$ cat config.mk
export PLATFORM = sky130hd
export DESIGN_NAME = mult_seq_ctrl_flat
export DESIGN_NICKNAME = d
export VERILOG_FILES = /design/src/rtl/mult_pkg.sv /design/src/rtl/mult_seq_ctrl_if.sv /design/src/rtl/mult_seq_outdec.sv /design/src/rtl/mult_seq_ctrl.sv /design/src/flat_wrapper.sv
export SDC_FILE = /design/constraint.sdc
export NUM_CORES = 1
export LEC_CHECK = 0
export CAP_MARGIN = 40
export CELL_PAD_IN_SITES_DETAIL_PLACEMENT = 0
export CELL_PAD_IN_SITES_GLOBAL_PLACEMENT = 1
export CORE_UTILIZATION = 33
export DETAILED_ROUTE_END_ITERATION = 10
export PLACE_DENSITY = 0.76
export SKIP_CTS_REPAIR_TIMING = 1
export SLEW_MARGIN = 40
export SYNTH_ARGS = -nofsm -noshare
export SYNTH_HDL_FRONTEND = slang
export SYNTH_SLANG_ARGS = --single-unit
$ cat constraint.sdc
create_clock -name clk -period 1.24 [get_ports clk]
set_input_delay 0.248 -clock clk [delete_from_list [all_inputs] [get_ports clk]]
set_output_delay 0.248 -clock clk [all_outputs]
set_load 0.01 [all_outputs]
$ cat src/rtl/mult_pkg.sv
// Shared encodings for the 8x8 sequential multiplier control path.
// State codes match the seven-segment state_out encoding (MULT_SEQ_CTRL_STATE_OUT_EN).
package mult_pkg;

    localparam int CNT_W = 2;
    localparam int SEL_W = 2;

    localparam logic [2:0] S_IDLE = 3'b000;
    localparam logic [2:0] S_LSB  = 3'b001;
    localparam logic [2:0] S_MID  = 3'b010;
    localparam logic [2:0] S_MSB  = 3'b011;
    localparam logic [2:0] S_DONE = 3'b100;
    localparam logic [2:0] S_ERR  = 3'b101;

    typedef enum logic [2:0] {
        ST_IDLE = S_IDLE,
        ST_LSB  = S_LSB,
        ST_MID  = S_MID,
        ST_MSB  = S_MSB,
        ST_DONE = S_DONE,
        ST_ERR  = S_ERR
    } state_e;

    localparam logic [SEL_W-1:0] INSEL_LL = 2'b00;
    localparam logic [SEL_W-1:0] INSEL_LH = 2'b01;
    localparam logic [SEL_W-1:0] INSEL_HL = 2'b10;
    localparam logic [SEL_W-1:0] INSEL_HH = 2'b11;

    localparam logic [SEL_W-1:0] SHIFT_0 = 2'b00;
    localparam logic [SEL_W-1:0] SHIFT_4 = 2'b01;
    localparam logic [SEL_W-1:0] SHIFT_8 = 2'b10;

    // The counter is released only while the FSM sits in a compute state.
    function automatic logic is_compute(input state_e s);
        return (s == ST_LSB) || (s == ST_MID) || (s == ST_MSB);
    endfunction

endpackage

$ cat src/rtl/mult_seq_ctrl_if.sv
// Control bundle between the multiplier sequencer (master) and the
// counter / mux / shifter / accumulator datapath (slave).
interface mult_seq_ctrl_if
    import mult_pkg::*;
#(
    parameter int CNT_W = mult_pkg::CNT_W,
    parameter int SEL_W = mult_pkg::SEL_W
);
    logic             start;
    logic [CNT_W-1:0] count;
    logic [SEL_W-1:0] input_sel;
    logic [SEL_W-1:0] shift_sel;
    logic             clk_ena;
    logic             sclr_n;
    logic             cnt_clr_n;
    logic             done;

    modport master (
        input  start,
        input  count,
        output input_sel,
        output shift_sel,
        output clk_ena,
        output sclr_n,
        output cnt_clr_n,
        output done
    );

    modport slave (
        output start,
        output count,
        input  input_sel,
        input  shift_sel,
        input  clk_ena,
        input  sclr_n,
        input  cnt_clr_n,
        input  done
    );
endinterface

$ cat src/rtl/mult_seq_outdec.sv
// Combinational decode of (state, start, count) into the datapath controls.
// Also reports whether the counter agrees with the current compute state.
module mult_seq_outdec
    import mult_pkg::*;
(
    input  state_e           state,
    input  logic             start,
    input  logic [CNT_W-1:0] count,
    output logic [SEL_W-1:0] input_sel,
    output logic [SEL_W-1:0] shift_sel,
    output logic             clk_ena,
    output logic             sclr_n,
    output logic             done,
    output logic             cnt_ok
);

    always_comb begin
        input_sel = INSEL_LL;
        shift_sel = SHIFT_0;
        clk_ena   = 1'b0;
        sclr_n    = 1'b1;
        done      = 1'b0;
        cnt_ok    = 1'b1;
        case (state)
            // ERR with start restarts exactly like IDLE with start.
            ST_IDLE, ST_ERR: begin
                if (start) begin
                    clk_ena = 1'b1;
                    sclr_n  = 1'b0;
                end
            end
            ST_LSB: begin
                cnt_ok  = (count == CNT_W'(0));
                clk_ena = cnt_ok;
            end
            ST_MID: begin
                if (count == CNT_W'(1)) begin
                    input_sel = INSEL_LH;
                    shift_sel = SHIFT_4;
                    clk_ena   = 1'b1;
                end else if (count == CNT_W'(2)) begin
                    input_sel = INSEL_HL;
                    shift_sel = SHIFT_4;
                    clk_ena   = 1'b1;
                end else begin
                    cnt_ok = 1'b0;
                end
            end
            // A mismatched count leaves the selects at their idle codes.
            ST_MSB: begin
                cnt_ok = (count == CNT_W'(3));
                if (cnt_ok) begin
                    input_sel = INSEL_HH;
                    shift_sel = SHIFT_8;
                    clk_ena   = 1'b1;
                end
            end
            ST_DONE: begin
                done = 1'b1;
            end
            default: begin
            end
        endcase
    end

endmodule

$ cat src/rtl/mult_seq_ctrl.sv
// Sequencer FSM for the 8x8 nibble-serial multiplier (LL, LH, HL, HH).
// Define MULT_SEQ_CTRL_STATE_OUT_EN to expose state_out for the display.
module mult_seq_ctrl
    import mult_pkg::*;
(
    input  logic              clk,
    input  logic              aclr_n,
`ifdef MULT_SEQ_CTRL_STATE_OUT_EN
    output logic [2:0]        state_out,
`endif
    mult_seq_ctrl_if.master   bus
);

    state_e state_q;
    state_e state_nxt;
    logic   cnt_clr_n_q;
    logic   cnt_ok;

    mult_seq_outdec u_outdec (
        .state     (state_q),
        .start     (bus.start),
        .count     (bus.count),
        .input_sel (bus.input_sel),
        .shift_sel (bus.shift_sel),
        .clk_ena   (bus.clk_ena),
        .sclr_n    (bus.sclr_n),
        .done      (bus.done),
        .cnt_ok    (cnt_ok)
    );

    // A new start or a counter out of lockstep aborts the product.
    always_comb begin
        state_nxt = state_q;
        case (state_q)
            ST_IDLE: begin
                if (bus.start) state_nxt = ST_LSB;
            end
            ST_LSB: begin
                state_nxt = (bus.start || !cnt_ok) ? ST_ERR : ST_MID;
            end
            ST_MID: begin
                if (bus.start || !cnt_ok)
                    state_nxt = ST_ERR;
                else if (bus.count == CNT_W'(2))
                    state_nxt = ST_MSB;
                else
                    state_nxt = ST_MID;
            end
            ST_MSB: begin
                state_nxt = (bus.start || !cnt_ok) ? ST_ERR : ST_DONE;
            end
            ST_DONE: begin
                state_nxt = bus.start ? ST_ERR : ST_IDLE;
            end
            ST_ERR: begin
                if (bus.start) state_nxt = ST_LSB;
            end
            default: begin
                state_nxt = ST_IDLE;
            end
        endcase
    end

    // cnt_clr_n is registered so the counter never sees a decode glitch.
    always_ff @(posedge clk or negedge aclr_n) begin
        if (!aclr_n) begin
            state_q     <= ST_IDLE;
            cnt_clr_n_q <= 1'b0;
        end else begin
            state_q     <= state_nxt;
            cnt_clr_n_q <= is_compute(state_nxt);
        end
    end

    assign bus.cnt_clr_n = cnt_clr_n_q;

`ifdef MULT_SEQ_CTRL_STATE_OUT_EN
    assign state_out = state_q;
`endif

endmodule
$ cat src/flat_wrapper.sv
// flat-port wrapper written by rule: the top's interface ports become plain ports
module mult_seq_ctrl_flat import mult_pkg::*;
  (clk, aclr_n, bus_start, bus_count, bus_input_sel, bus_shift_sel, bus_clk_ena, bus_sclr_n, bus_cnt_clr_n, bus_done);
  mult_seq_ctrl_if bus_i ();
  input  logic clk;
  input  logic aclr_n;
  input wire logic [$bits(bus_i.start)-1:0] bus_start;
  input wire logic [$bits(bus_i.count)-1:0] bus_count;
  output wire logic [$bits(bus_i.input_sel)-1:0] bus_input_sel;
  output wire logic [$bits(bus_i.shift_sel)-1:0] bus_shift_sel;
  output wire logic [$bits(bus_i.clk_ena)-1:0] bus_clk_ena;
  output wire logic [$bits(bus_i.sclr_n)-1:0] bus_sclr_n;
  output wire logic [$bits(bus_i.cnt_clr_n)-1:0] bus_cnt_clr_n;
  output wire logic [$bits(bus_i.done)-1:0] bus_done;
  assign bus_i.start = bus_start;
  assign bus_i.count = bus_count;
  assign bus_input_sel = bus_i.input_sel;
  assign bus_shift_sel = bus_i.shift_sel;
  assign bus_clk_ena = bus_i.clk_ena;
  assign bus_sclr_n = bus_i.sclr_n;
  assign bus_cnt_clr_n = bus_i.cnt_clr_n;
  assign bus_done = bus_i.done;
  mult_seq_ctrl u_core (.clk(clk), .aclr_n(aclr_n), .bus(bus_i));
endmodule
======== Word level (Yosys, flattened, before mapping) ========
Index checks and enable logic that the tools add are counted.
Widths: inputs -> output; s select.
storage, ports and cells
  bits in registers ....................... 4
  input bits .............................. 5
  output and inout bits ................... 8
  logic and storage cells ................. 44
cells by class
  eq/ne operators ......................... 11
  reduce and logical (&&, ||, !) cells .... 7
  muxes and demuxes ....................... 24
operators by type and width
  cell                number
  $pmux 3 s5          1
  $eq 3x2->1 const B  4
  $mux 3              4
  $mux 1              11
  $mux 2              4
  $pmux 2 s2          2
  $eq 3x1->1 const B  2
  $eq 3x3->1 const B  2
  $eq 2x2->1 const B  2
  $pmux 1 s4          1
  $logic_not 3->1     1
  $logic_or 1x1->1    3
  $pmux 1 s3          1
  $eq 2x1->1 const B  1
  $logic_not 2->1     1
  $reduce_or 2->1     1
  $logic_not 1->1     1

======== Depth between registers and ports, before layout ========
Gate-level depths: netlist of the first run.
  depth after elaboration ................. 11
  gate-level depth with buffers ........... 5
  depth with buffers taken out ............ 5

======== Cells and area by module ========
Synthesis of the first run repeated with hierarchy kept, for this count alone.
unflattened totals
  cells, all modules ...................... 50
  area, all modules ....................... 435.4 um2
modules (own cells, without submodules)
  module           cells each  times used  area an instance (um2)  sequential area each (um2)
  mult_seq_ctrl    24          1           240.2                   100.1
  mult_seq_outdec  26          1           195.2                   0.0

======== Worst setup path after synthesis of the first run ========
OpenSTA, ideal clock, no wires.
  kind .................................... register to output
  from .................................... reg u_core.state_q[1]
  to ...................................... out bus_clk_ena
  required time ........................... 992 ps
  setup slack ............................. 47 ps
  arrival time ............................ 945 ps
  path buffers ............................ 1
  stages on the path, launching flop included .. 4
  cell sequence ........................... dfrtp_1 -> buf_4 -> a21o_1 -> o22ai_1
on the way
  word-level cells in the longest chain between the ends .. 3
  elaborated cells between the ends (all ways) .. 7
  those cells by class .................... 4 x eq/ne; 1 x mux; 2 x reduce/logical
ends and longest elaborated chain
  element                                        line                   text
  start: declaration                             mult_seq_ctrl.sv:14    state_e state_q;
  start signal: assignment                       mult_seq_ctrl.sv:70    state_q <= state_nxt;
  $eq 3x3->1 or $logic_not 3->1 (tied branches)  mult_seq_outdec.sv:24  case (state)
  $reduce_or 2->1 (no source line)               --
  $pmux 1 s4 (*)                                 mult_seq_outdec.sv:24
  end: declaration                               flat_wrapper.sv:11     output wire logic [$bits(bus_i.clk_ena)-1:0] bus_clk_ena;
Every way passes the cells marked *; elsewhere a longest branch is shown, timed or not.

======== Worst setup path after layout of the first run ========
  from .................................... reg u_core.state_q[0]
  to ...................................... out bus_clk_ena
Same word-level chain as after synthesis.

==> results of run 1 <==
-- cell usage after synthesis (2+ instances only) --
| cell | n |
|---|---|
| dfrtp_1 | 4 |
| nand2b_1 | 5 |
| nand2_1 | 3 |
| nand3b_1 | 2 |
| nor2_1 | 4 |
| ha_1 | 4 |
| a221oi_2 | 2 |
| buf_6 | 2 |
| inv_1 | 3 |
| a21oi_1 | 3 |
| nor3_1 | 2 |
| a211oi_2 | 2 |
-- placed cells by master, fill, tap and decap left out, drive strengths merged, types with 2 or more instances in the layout --
cell type     instances
o21ai                 2
ha                    4
nor2                  4
nand2                 3
a211oi                3
nand2b                5
nor3                  2
dlymetal6s2s          4
buf                  28
clkbuf                4
a21oi                 3
nand3b                3
a221oi                2
dfrtp                 4
inv                   3
-- kinds of logic after synthesis --
logic type	count (synthesis)	share of synthesized area, %
xor+xnor	1	1.87
fa+ha+maj	4	10.7
simple gates	22	29.6
mux	1	2.13
compound gates	13	24.0
buf+inv	7	10.4
flops	4	21.3
-- per-layer routing --
metal | GRT usage [%] | vias to the layer above
met5 | 0 | -
met4 | 10.3 | 0
met1 | 18.5 | 229
li1 | - | 249
met2 | 24.6 | 11
met3 | 3.41 | 0
-- worst max-delay path: stages, from the launching register on --
cell and delay (ns):
dfrtp_2 0.44, buf_6 0.16, mux2i_1 0.18, o22ai_1 0.08
buf_2 0.14
-- area by class of cell --
class                      instances  share of cell area [%]
multi-input combinational         41                    45.8
timing repair buffer              34                    34.4
tap                               15                    2.38
clock buffer                       3                    2.85
sequential                         4                    13.2
inverter                           3                    1.43
-- per-stage QoR --
| stage | TNS [ns] | worst slack [ns] | power (mW) |
|---|---|---|---|
| 3_3_place_gp | -6.91 | -0.906 | 0.835 |
| 5_1_grt | -2.38 | -0.326 | 1.15 |
| 2_1_floorplan | 0 | 0.0465 | 0.561 |
| 3_5_place_dp | -7.24 | -0.949 | 0.837 |
| 6_report | -1.87 | -0.254 | 1.07 |
| 4_1_cts | -6.69 | -0.944 | 1.01 |
-- registers in the layout, summed over array words and instances (netlist names) --
| signal | count |
|---|---|
| u_core.bus.cnt_clr_n | 1 |
| u_core.state_q | 3 |
-- worst max-delay path by stage --
stage	start	end	slack (ns)	cells past startpoint
after floorplan	u_core.state_q[1]	bus_clk_ena	0.05	3
after global placement	bus_count[0]	bus_clk_ena	-0.91	6
after detailed placement	bus_count[0]	bus_clk_ena	-0.95	6
after CTS	bus_count[0]	bus_clk_ena	-0.94	6
after global routing	u_core.state_q[0]	bus_clk_ena	-0.33	4
final	u_core.state_q[0]	bus_clk_ena	-0.25	4
-- power by group through the flow --
stage	logic [mW]	clock network, mW	registers (mW)
after floorplan	0.345	0	0.216
after CTS	0.608	0.171	0.229
after global placement	0.606	0	0.230
final	0.661	0.161	0.249
after global routing	0.718	0.181	0.255
after detailed placement	0.606	0	0.231
==> key figures, run 1 <==
STA
  – Worst slew pin tran: 0.242 ns
  – Setup ws final: -0.254 ns
  – Crit share post-route: 120%
  – Hold Fails Final Rpt: 0
  – Max Slew Vio Count: 0
  – Hold slack final: 0.208 ns
  – Endpoints failing setup: 9
  – Worst relative slew slack: 83.7%
  – Crit path time final: 1.49 ns
  – Setup Skew: 0.00652 ns
  – RSZ-0062 raised after global routing: true
  – Fmax: 0.669 GHz

Synthesis
  – Main synth FF type: dfrtp_1
  – Synthesized area per cell: 9.02 um^2
  – Synthesized Nets: 61
  – Mapped Cells: 52
  – Number of flops mapped to enable cells by yosys: 0
  – Post-synthesis sequential area ratio: 21.3%
  – Distinct cells, synth: 28
  – Cell Area, Synth: 469 um^2
  – Top-area cell type share of the netlist area: 21.3%
  – Yosys reg bits: 4
  – YS warnings: 0
  – Top cells by area, synth: dfrtp_1 (21%), ha_1 (11%), nand2b_1 (6.7%)
  – Synth area leader: dfrtp_1
  – Ys async rst share: 100%

Placement
  – Placed Cells: 94
  – Dpl hpwl: 824 um
  – Routability cong.: 0.760
  – Buffers on Ports: 12
  – Placement Cell Area: 713 um^2

Setup path
  – R2R setup slack: -0.24 ns
  – Crit path max fanout: 8
  – R2R cell count: 6
  – Setup crit end kind: output pin
  – Crit path required time: 0.99 ns
  – Worst Path Arrival: 1.25 ns
  – CP Class: flop to output pin
  – Reg2reg start: u_core.state_q[0]
  – RR Endpoint: u_core.state_q[0]
  – Startpoint types: flop

Power
  – Net Switching: 0.390 mW
  – Power Density: 1360 mW/mm^2
  – Pint: 0.681 mW
  – Comb pwr share: 61.7%
  – Clock Power Share: 15.0%
  – Worst VDD drop: 0.000713 V
  – Net Sw Frac: 36.4%
  – Leakage power: 0.418 nW
  – Sequential power share: 23.3%

Final layout
  – Nets@finish: 96
  – Synth-to-layout area growth: 68.3%
  – Inserted Diodes: 0
  – Share of layout cells above drive strength 1: 60.0%
  – Final Core Density: 59.9%
  – Cell Count, Final, Fillers Out: 100
  – Multi-input gate area: 362 um^2
  – Register area: 104 um^2
  – Fillcell total: 119
  – Cell area after layout: 790 um^2

Route
  – DRC viols: 0
  – Met2 WL: 590 um
  – Via/cell ratio: 4.89
  – DR top layer: met3
  – Routed len/inst: 11.1 um
  – Met3 WL: 33 um
  – Final ANT Viol Nets: 0
  – Routed met1 length: 489 um
  – Via count: 489
  – Routed wire length: 1110 um
  – Pre-antenna DRT Iters: 4
  – Initial detailed-routing violation count: 5

Outcome
  – Status: finished, violations left
  – Failing checks: setup timing

Global route
  – GRT Residual Overflow: 0
  – Global-route wire length before repair: 1590 um
  – Largest net degree at the start of global routing: 9
  – Vias in the first global route: 390
  – GR Util All Layers: 15.6%
  – Initial antenna violation count: 0

Floorplanning
  – # IOs: 13
  – Placeable Area: 0.00132 mm^2
  – Die Ht: 39.7 um
  – Row count: 13
  – Die Wd: 39.7 um
  – Initial core utilization: 35.6%
  – Die area: 0.00158 mm^2

Clock tree
  – CTS clk-pin slew, worst paths: 0.04 ns
  – Worst-Skew Late Latency: 0.24 ns
  – Clock Tree Root: clkbuf_4
  – CTS HTree Levels: 1
  – Sink Count: 4
  – CTS max path bufs: 2
  – CTS tree: yes
  – TritonCTS buffer count: 3

Hold path
  – Hold Path Class: primary input to asynchronous set/reset pin

Run
  – Max_cap viols: 0
(Power assumes the default switching activity.)
==> run 2, diff against run 1 <==
- PLACE_DENSITY: 0.76 -> default
- PLACE_DENSITY_LB_ADDON: default -> 0.1
==> run 2 against run 1 <==
- the flow still finishes with violations (setup timing)
- sequential share of layout area is 0.60 points lower
- routed wire length is 22% higher
- die area is the same
==> key figures, run 2 (same netlist as run 1, synthesis figures left out) <==
Final layout
  – Cell area after layout: 827 um^2 (+4.8%)
  – Commonest non-fill, non-tap cell in the layout: buf_4
  – Share of layout cells above drive strength 1: 67.1% (+7.1 points)
  – Multi-input gate area: 399 um^2 (+10%)
  – Max reg flops: 3 (unchanged)
  – Nets@finish: 96 (unchanged)
  – Final Core Density: 62.8% (+2.8 points)
  – Fillcell total: 113 (-5.0%)
  – Synth-to-layout area growth: 76.3%
  – Largest Register: u_core.state_q
  – Commonest non-fill, non-tap cells in the layout: buf_4 (19), buf_2 (6), nor2_1 (4), dlymetal6s2s_1 (4)
  – Register area: 104 um^2 (unchanged)
  – Inserted Diodes: 0 (unchanged)

Hold path
  – Hold Path Class: primary input to asynchronous set/reset pin

Placement
  – Buffers on Ports: 12 (unchanged)
  – Dpl hpwl: 928 um (+13%)
  – Placement Cell Area: 728 um^2 (+2.1%)
  – Pre-CTS setup slack: -0.923 ns (+0.0259 ns)
  – Routability cong.: 0.733 (-3.6%)

Global route
  – GRT Residual Overflow: 0 (unchanged)
  – Global-route wire length before repair: 1870 um (+18%)
  – GR Util All Layers: 18.0% (+2.4 points)
  – Largest net degree at the start of global routing: 9 (unchanged)
  – Vias in the first global route: 442 (+13%)
  – Initial antenna violation count: 0 (unchanged)

Floorplanning
  – Die Wd: 39.7 um (unchanged)
  – Die area: 0.00158 mm^2 (unchanged)
  – Die Ht: 39.7 um (unchanged)
  – Placeable Area: 0.00132 mm^2 (unchanged)
  – Initial core utilization: 35.6% (unchanged)
  – Row count: 13 (unchanged)
  – # IOs: 13 (unchanged)

Clock tree
  – Worst-Skew Late Latency: 0.24 ns (about the same)
  – CTS max path bufs: 2 (unchanged)
  – CTS HTree Levels: 1 (unchanged)
  – TritonCTS buffer count: 3 (unchanged)
  – CTS clk-pin slew, worst paths: 0.04 ns (about the same)
  – Clock Tree Root: clkbuf_4
  – CTS tree: yes
  – Sink Count: 4 (unchanged)

STA
  – RSZ-0062 raised after global routing: true
  – Fmax: 0.654 GHz (-2.3%)
  – Worst slew pin tran: 0.275 ns (+0.0329 ns)
  – Endpoints failing setup: 9 (unchanged)
  – Worst relative slew slack: 81.5% (-2.2 points)
  – Setup ws final: -0.289 ns (-0.0350 ns)
  – Max Slew Vio Count: 0 (unchanged)
  – Crit share post-route: 123% (+2.8 points)
  – Hold Fails Final Rpt: 0 (unchanged)
  – Setup Skew: 0.0116 ns (+0.00511 ns)
  – Crit path time final: 1.53 ns (+0.0350 ns)

Route
  – Final ANT Viol Nets: 0 (unchanged)
  – Routed wire length: 1360 um (+22%)
  – DRC viols: 0 (unchanged)
  – Initial detailed-routing violation count: 6 (+1)
  – Pre-antenna DRT Iters: 4 (unchanged)
  – Via count: 498 (+1.8%)
  – Routed len/inst: 13.6 um (+22%)
  – Via/cell ratio: 4.98 (+1.8%)

Setup path
  – Worst Path Arrival: 1.28 ns (+0.03 ns)
  – Crit path max fanout: 6 (-2)
  – CP Class: flop to output pin
  – Setup crit end kind: output pin
  – Crit path required time: 0.99 ns (about the same)
  – Reg2reg start: u_core.state_q[0]
  – Startpoint types: flop
  – CP startpoint: u_core.state_q[0]

Outcome
  – Status: finished, violations left
  – Failing checks: setup timing

Power
  – Overall power: 1.11 mW (+3.6%)
  – Power Density: 1340 mW/mm^2 (-1.1%)
  – Worst VDD drop: 0.000854 V (+20%)
  – Leakage power: 0.437 nW (+4.4%)

Run
  – Max_cap viols: 0 (unchanged)
[run 2: cell types whose count changed in the layout (fill, tap and decap cells not counted), moves of 2 or more]
cell | previous run | this run
a21oi_2 | 1 | 3
nand2b_1 | 4 | 2
a21oi_1 | 2 | 0
nand2b_4 | 1 | 3
[run 2: power by group]
part	internal, mW	switching [mW]	leakage [nW]
sequential	0.179	0.0744	0.0435
clock	0.109	0.0586	0.0138
combinational	0.401	0.287	0.380
[run 2: worst paths after layout]
path | endpoint | slack, ns | cells past startpoint
max in group asynchronous | u_core.state_q[1] | 0.83 | 1
min | u_core.state_q[2] | 0.21 | 1
min reg2reg | u_core.state_q[2] | 0.70 | 2
max reg2reg | u_core.state_q[0] | -0.27 | 6
max | bus_clk_ena | -0.29 | 4
min in group clk | u_core.state_q[1] | 0.46 | 3
[run 2: routing by layer]
layer | vias to the layer above | wire, um | GRT usage (%)
met1 | 235 | 626 | 24.3
met2 | 11 | 681 | 27.0
li1 | 252 | - | -
met3 | 0 | 48 | 5.11
met5 | - | 0 | 0
met4 | 0 | 0 | 5.17
[run 2: layout make-up]
cell class	instances	area share (%)
Multi-Input combinational cell	41	48.3
Timing Repair Buffer	34	32.8
Sequential cell	4	12.6
Clock buffer	3	2.72
Tap cell	15	2.27
Inverter	3	1.36
[run 2: stage by stage]
| stage | std cells | hold slack [ns] | setup TNS [ns] |
|---|---|---|---|
| after global routing | 100 | 0.214 | -2.70 |
| after global placement | 96 | 0.458 | -7.04 |
| after CTS | 99 | 0.211 | -6.69 |
| after floorplan | 52 | -0.0476 | 0 |
| after detailed placement | 96 | 0.462 | -7.21 |
| final | 100 | 0.211 | -1.95 |
[run 2: critical path: stages, from the launching register on]
cell and delay [ns]:
dfrtp_2 0.46, nor2b_1 0.21, a211oi_2 0.08, o22ai_2 0.15, buf_2 0.14
==> run 3, diff against run 2 <==
- CTS_CLUSTER_DIAMETER: default -> 200
- GPL_ROUTABILITY_DRIVEN: default -> 0
- clock period: 1.24 -> 1.6 ns (I/O delays scaled with it)
==> run 3 against run 2 <==
- the run still ends with setup timing left
- via count increased by 1.8%
- non-clock buffer count unchanged
- critical path depth unchanged
- combinational power decreased by 28%
- first-iteration DRC count increased by 33%
- sequential share of layout area increased by 0.34 points
- critical path type unchanged
- critical endpoint unchanged
- largest cell class unchanged
==> key figures, run 3 (same netlist as run 1, synthesis figures left out) <==
Outcome
  – Status: finished, violations left
  – Failing checks: setup timing

Placement
  – Buffers on Ports: 12 (unchanged)
  – Placement Cell Area: 728 um^2 (unchanged)
  – Dpl hpwl: 924 um (-0.38%)
  – Pre-CTS setup slack: -0.708 ns (+0.215 ns)

Clock tree
  – Worst-Skew Late Latency: 0.23 ns (about the same)
  – Clock Tree Root: clkbuf_4
  – TritonCTS buffer count: 3 (unchanged)
  – CTS HTree Levels: 1 (unchanged)
  – Sink Count: 4 (unchanged)
  – CTS clk-pin slew, worst paths: 0.04 ns (about the same)
  – CTS max path bufs: 2 (unchanged)
  – CTS tree: yes

Global route
  – GRT Residual Overflow: 0 (unchanged)
  – Global-route wire length before repair: 1800 um (-3.7%)
  – GR Util All Layers: 16.8% (-1.2 points)
  – Initial antenna violation count: 0 (unchanged)
  – Vias in the first global route: 416 (-5.9%)
  – Largest net degree at the start of global routing: 9 (unchanged)

Setup path
  – Startpoint types: flop
  – R2R cell count: 6 (unchanged)
  – Slowest stage delay, CP: 0.41 ns (-0.05 ns)
  – Crit path max fanout: 6 (unchanged)
  – Worst path cell trace: nor2b_1, a211oi_1, o22ai_2, buf_2
  – Crit path required time: 1.28 ns (+0.29 ns)
  – Worst Path Arrival: 1.28 ns (about the same)
  – Setup crit end kind: output pin
  – CP startpoint: u_core.state_q[0]
  – Reg2reg start: u_core.state_q[0]
  – Slowest cell on the critical path: dfrtp_2
  – CP Class: flop to output pin

Hold path
  – Hold Path Class: primary input to asynchronous set/reset pin

STA
  – Setup Skew: 0.00607 ns (-0.00555 ns)
  – Worst relative slew slack: 81.1% (-0.44 points)
  – Endpoints failing setup: 1 (-8)
  – Fmax: 0.625 GHz
  – Worst slew pin tran: 0.281 ns (+0.00652 ns)
  – Crit path time final: 1.60 ns
  – Hold Fails Final Rpt: 0 (unchanged)
  – Max Slew Vio Count: 0 (unchanged)
  – Crit share post-route: 100%
  – Hold slack final: 0.285 ns (+0.0743 ns)
  – RSZ-0062 raised after global routing: true
  – Setup ws final: -0.000384 ns (+0.288 ns)

Power
  – Power Density: 1010 mW/mm^2 (-25%)
  – Overall power: 0.802 mW (-28%)
  – Worst VDD drop: 0.000688 V (-19%)
  – Net Switching: 0.290 mW (-31%)
  – Pint: 0.512 mW (-26%)
  – Leakage power: 0.440 nW (+0.62%)
  – Sequential power share: 22.8% (about the same)
  – Net Sw Frac: 36.1% (-1.7 points)
  – Clock Power Share: 15.2% (about the same)
  – Comb pwr share: 61.9% (about the same)

Final layout
  – Register area: 103 um^2 (-1.2%)
  – Cell area after layout: 796 um^2 (-3.8%)
  – Synth-to-layout area growth: 69.6%
  – Commonest non-fill, non-tap cells in the layout: buf_4 (20), dlymetal6s2s_1 (6), nor2_1 (4), nand2b_1 (4)
  – Commonest non-fill, non-tap cell in the layout: buf_4
  – Fillcell total: 125 (+11%)
  – Largest Register: u_core.state_q
  – Multi-input gate area: 353 um^2 (-12%)
  – Share of layout cells above drive strength 1: 51.8% (-15 points)
  – Nets@finish: 96 (unchanged)
  – Final Core Density: 60.4% (-2.4 points)
  – Max reg flops: 3 (unchanged)
  – Inserted Diodes: 0 (unchanged)

Floorplanning
  – Initial core utilization: 35.6% (unchanged)
  – # IOs: 13 (unchanged)
  – Die Wd: 39.7 um (unchanged)
  – Row count: 13 (unchanged)
  – Placeable Area: 0.00132 mm^2 (unchanged)
  – Die Ht: 39.7 um (unchanged)
  – Die area: 0.00158 mm^2 (unchanged)

Route
  – Routed met1 length: 553 um (-12%)
  – Routed len/inst: 12.1 um (-11%)
  – Met2 WL: 582 um (-15%)
  – Routed wire length: 1210 um (-11%)
  – Via count: 507 (+1.8%)
  – Initial detailed-routing violation count: 8 (+2)
  – DR top layer: met3
  – Met3 WL: 71 um (+48%)
  – Final ANT Viol Nets: 0 (unchanged)
  – DRC viols: 0 (unchanged)
  – Via/cell ratio: 5.07 (+1.8%)
  – Pre-antenna DRT Iters: 4 (unchanged)

Run
  – Max_cap viols: 0 (unchanged)
[run 3: area by class of cell]
type	count	share of cell area [%]
multi-input cells	41	44.3
repair buffers	34	36.2
flip-flops and latches	4	12.9
clock buffers	3	2.83
well taps	15	2.36
inverters	3	1.42
[run 3: final timing paths]
kind                                endpoint  slack, ns
max in group asynchronous  u_core.state_q[1]       1.13
hold / removal             u_core.state_q[2]       0.29
hold reg to reg            u_core.state_q[0]       0.67
min in group clk           u_core.state_q[1]       0.48
setup / recovery                 bus_clk_ena    -0.0004
setup reg to reg           u_core.state_q[0]       0.14
[run 3: metal layers]
metal	up-vias	track usage (%)
met2	14	26.2
met4	0	2.59
met1	243	22.6
met5	-	0
met3	0	5.11
li1	250	-
[run 3: critical path: cells and delay by family (launching register included)]
kind | cells | cell delay [ns]
AND/OR/NAND/NOR | 1 | 0.08
buffers and inverters | 1 | 0.14
AO/OA/AOI/OAI | 2 | 0.40
flip-flops | 1 | 0.41
[run 3: per-stage QoR]
stage	instances	TNS (ns)
5_1_grt	100	-0.0687
2_1_floorplan	52	0
3_5_place_dp	96	-4.47
3_3_place_gp	96	-4.31
6_report	100	-0.000384
4_1_cts	99	-3.95
[run 3: power by group through the flow]
stage	Sequential [mW]	Combinational [mW]	Clock, mW
floorplan	0.167	0.268	0
global placement	0.181	0.475	0
detailed placement	0.182	0.476	0
CTS	0.181	0.480	0.126
global route	0.190	0.537	0.132
finish	0.183	0.497	0.122
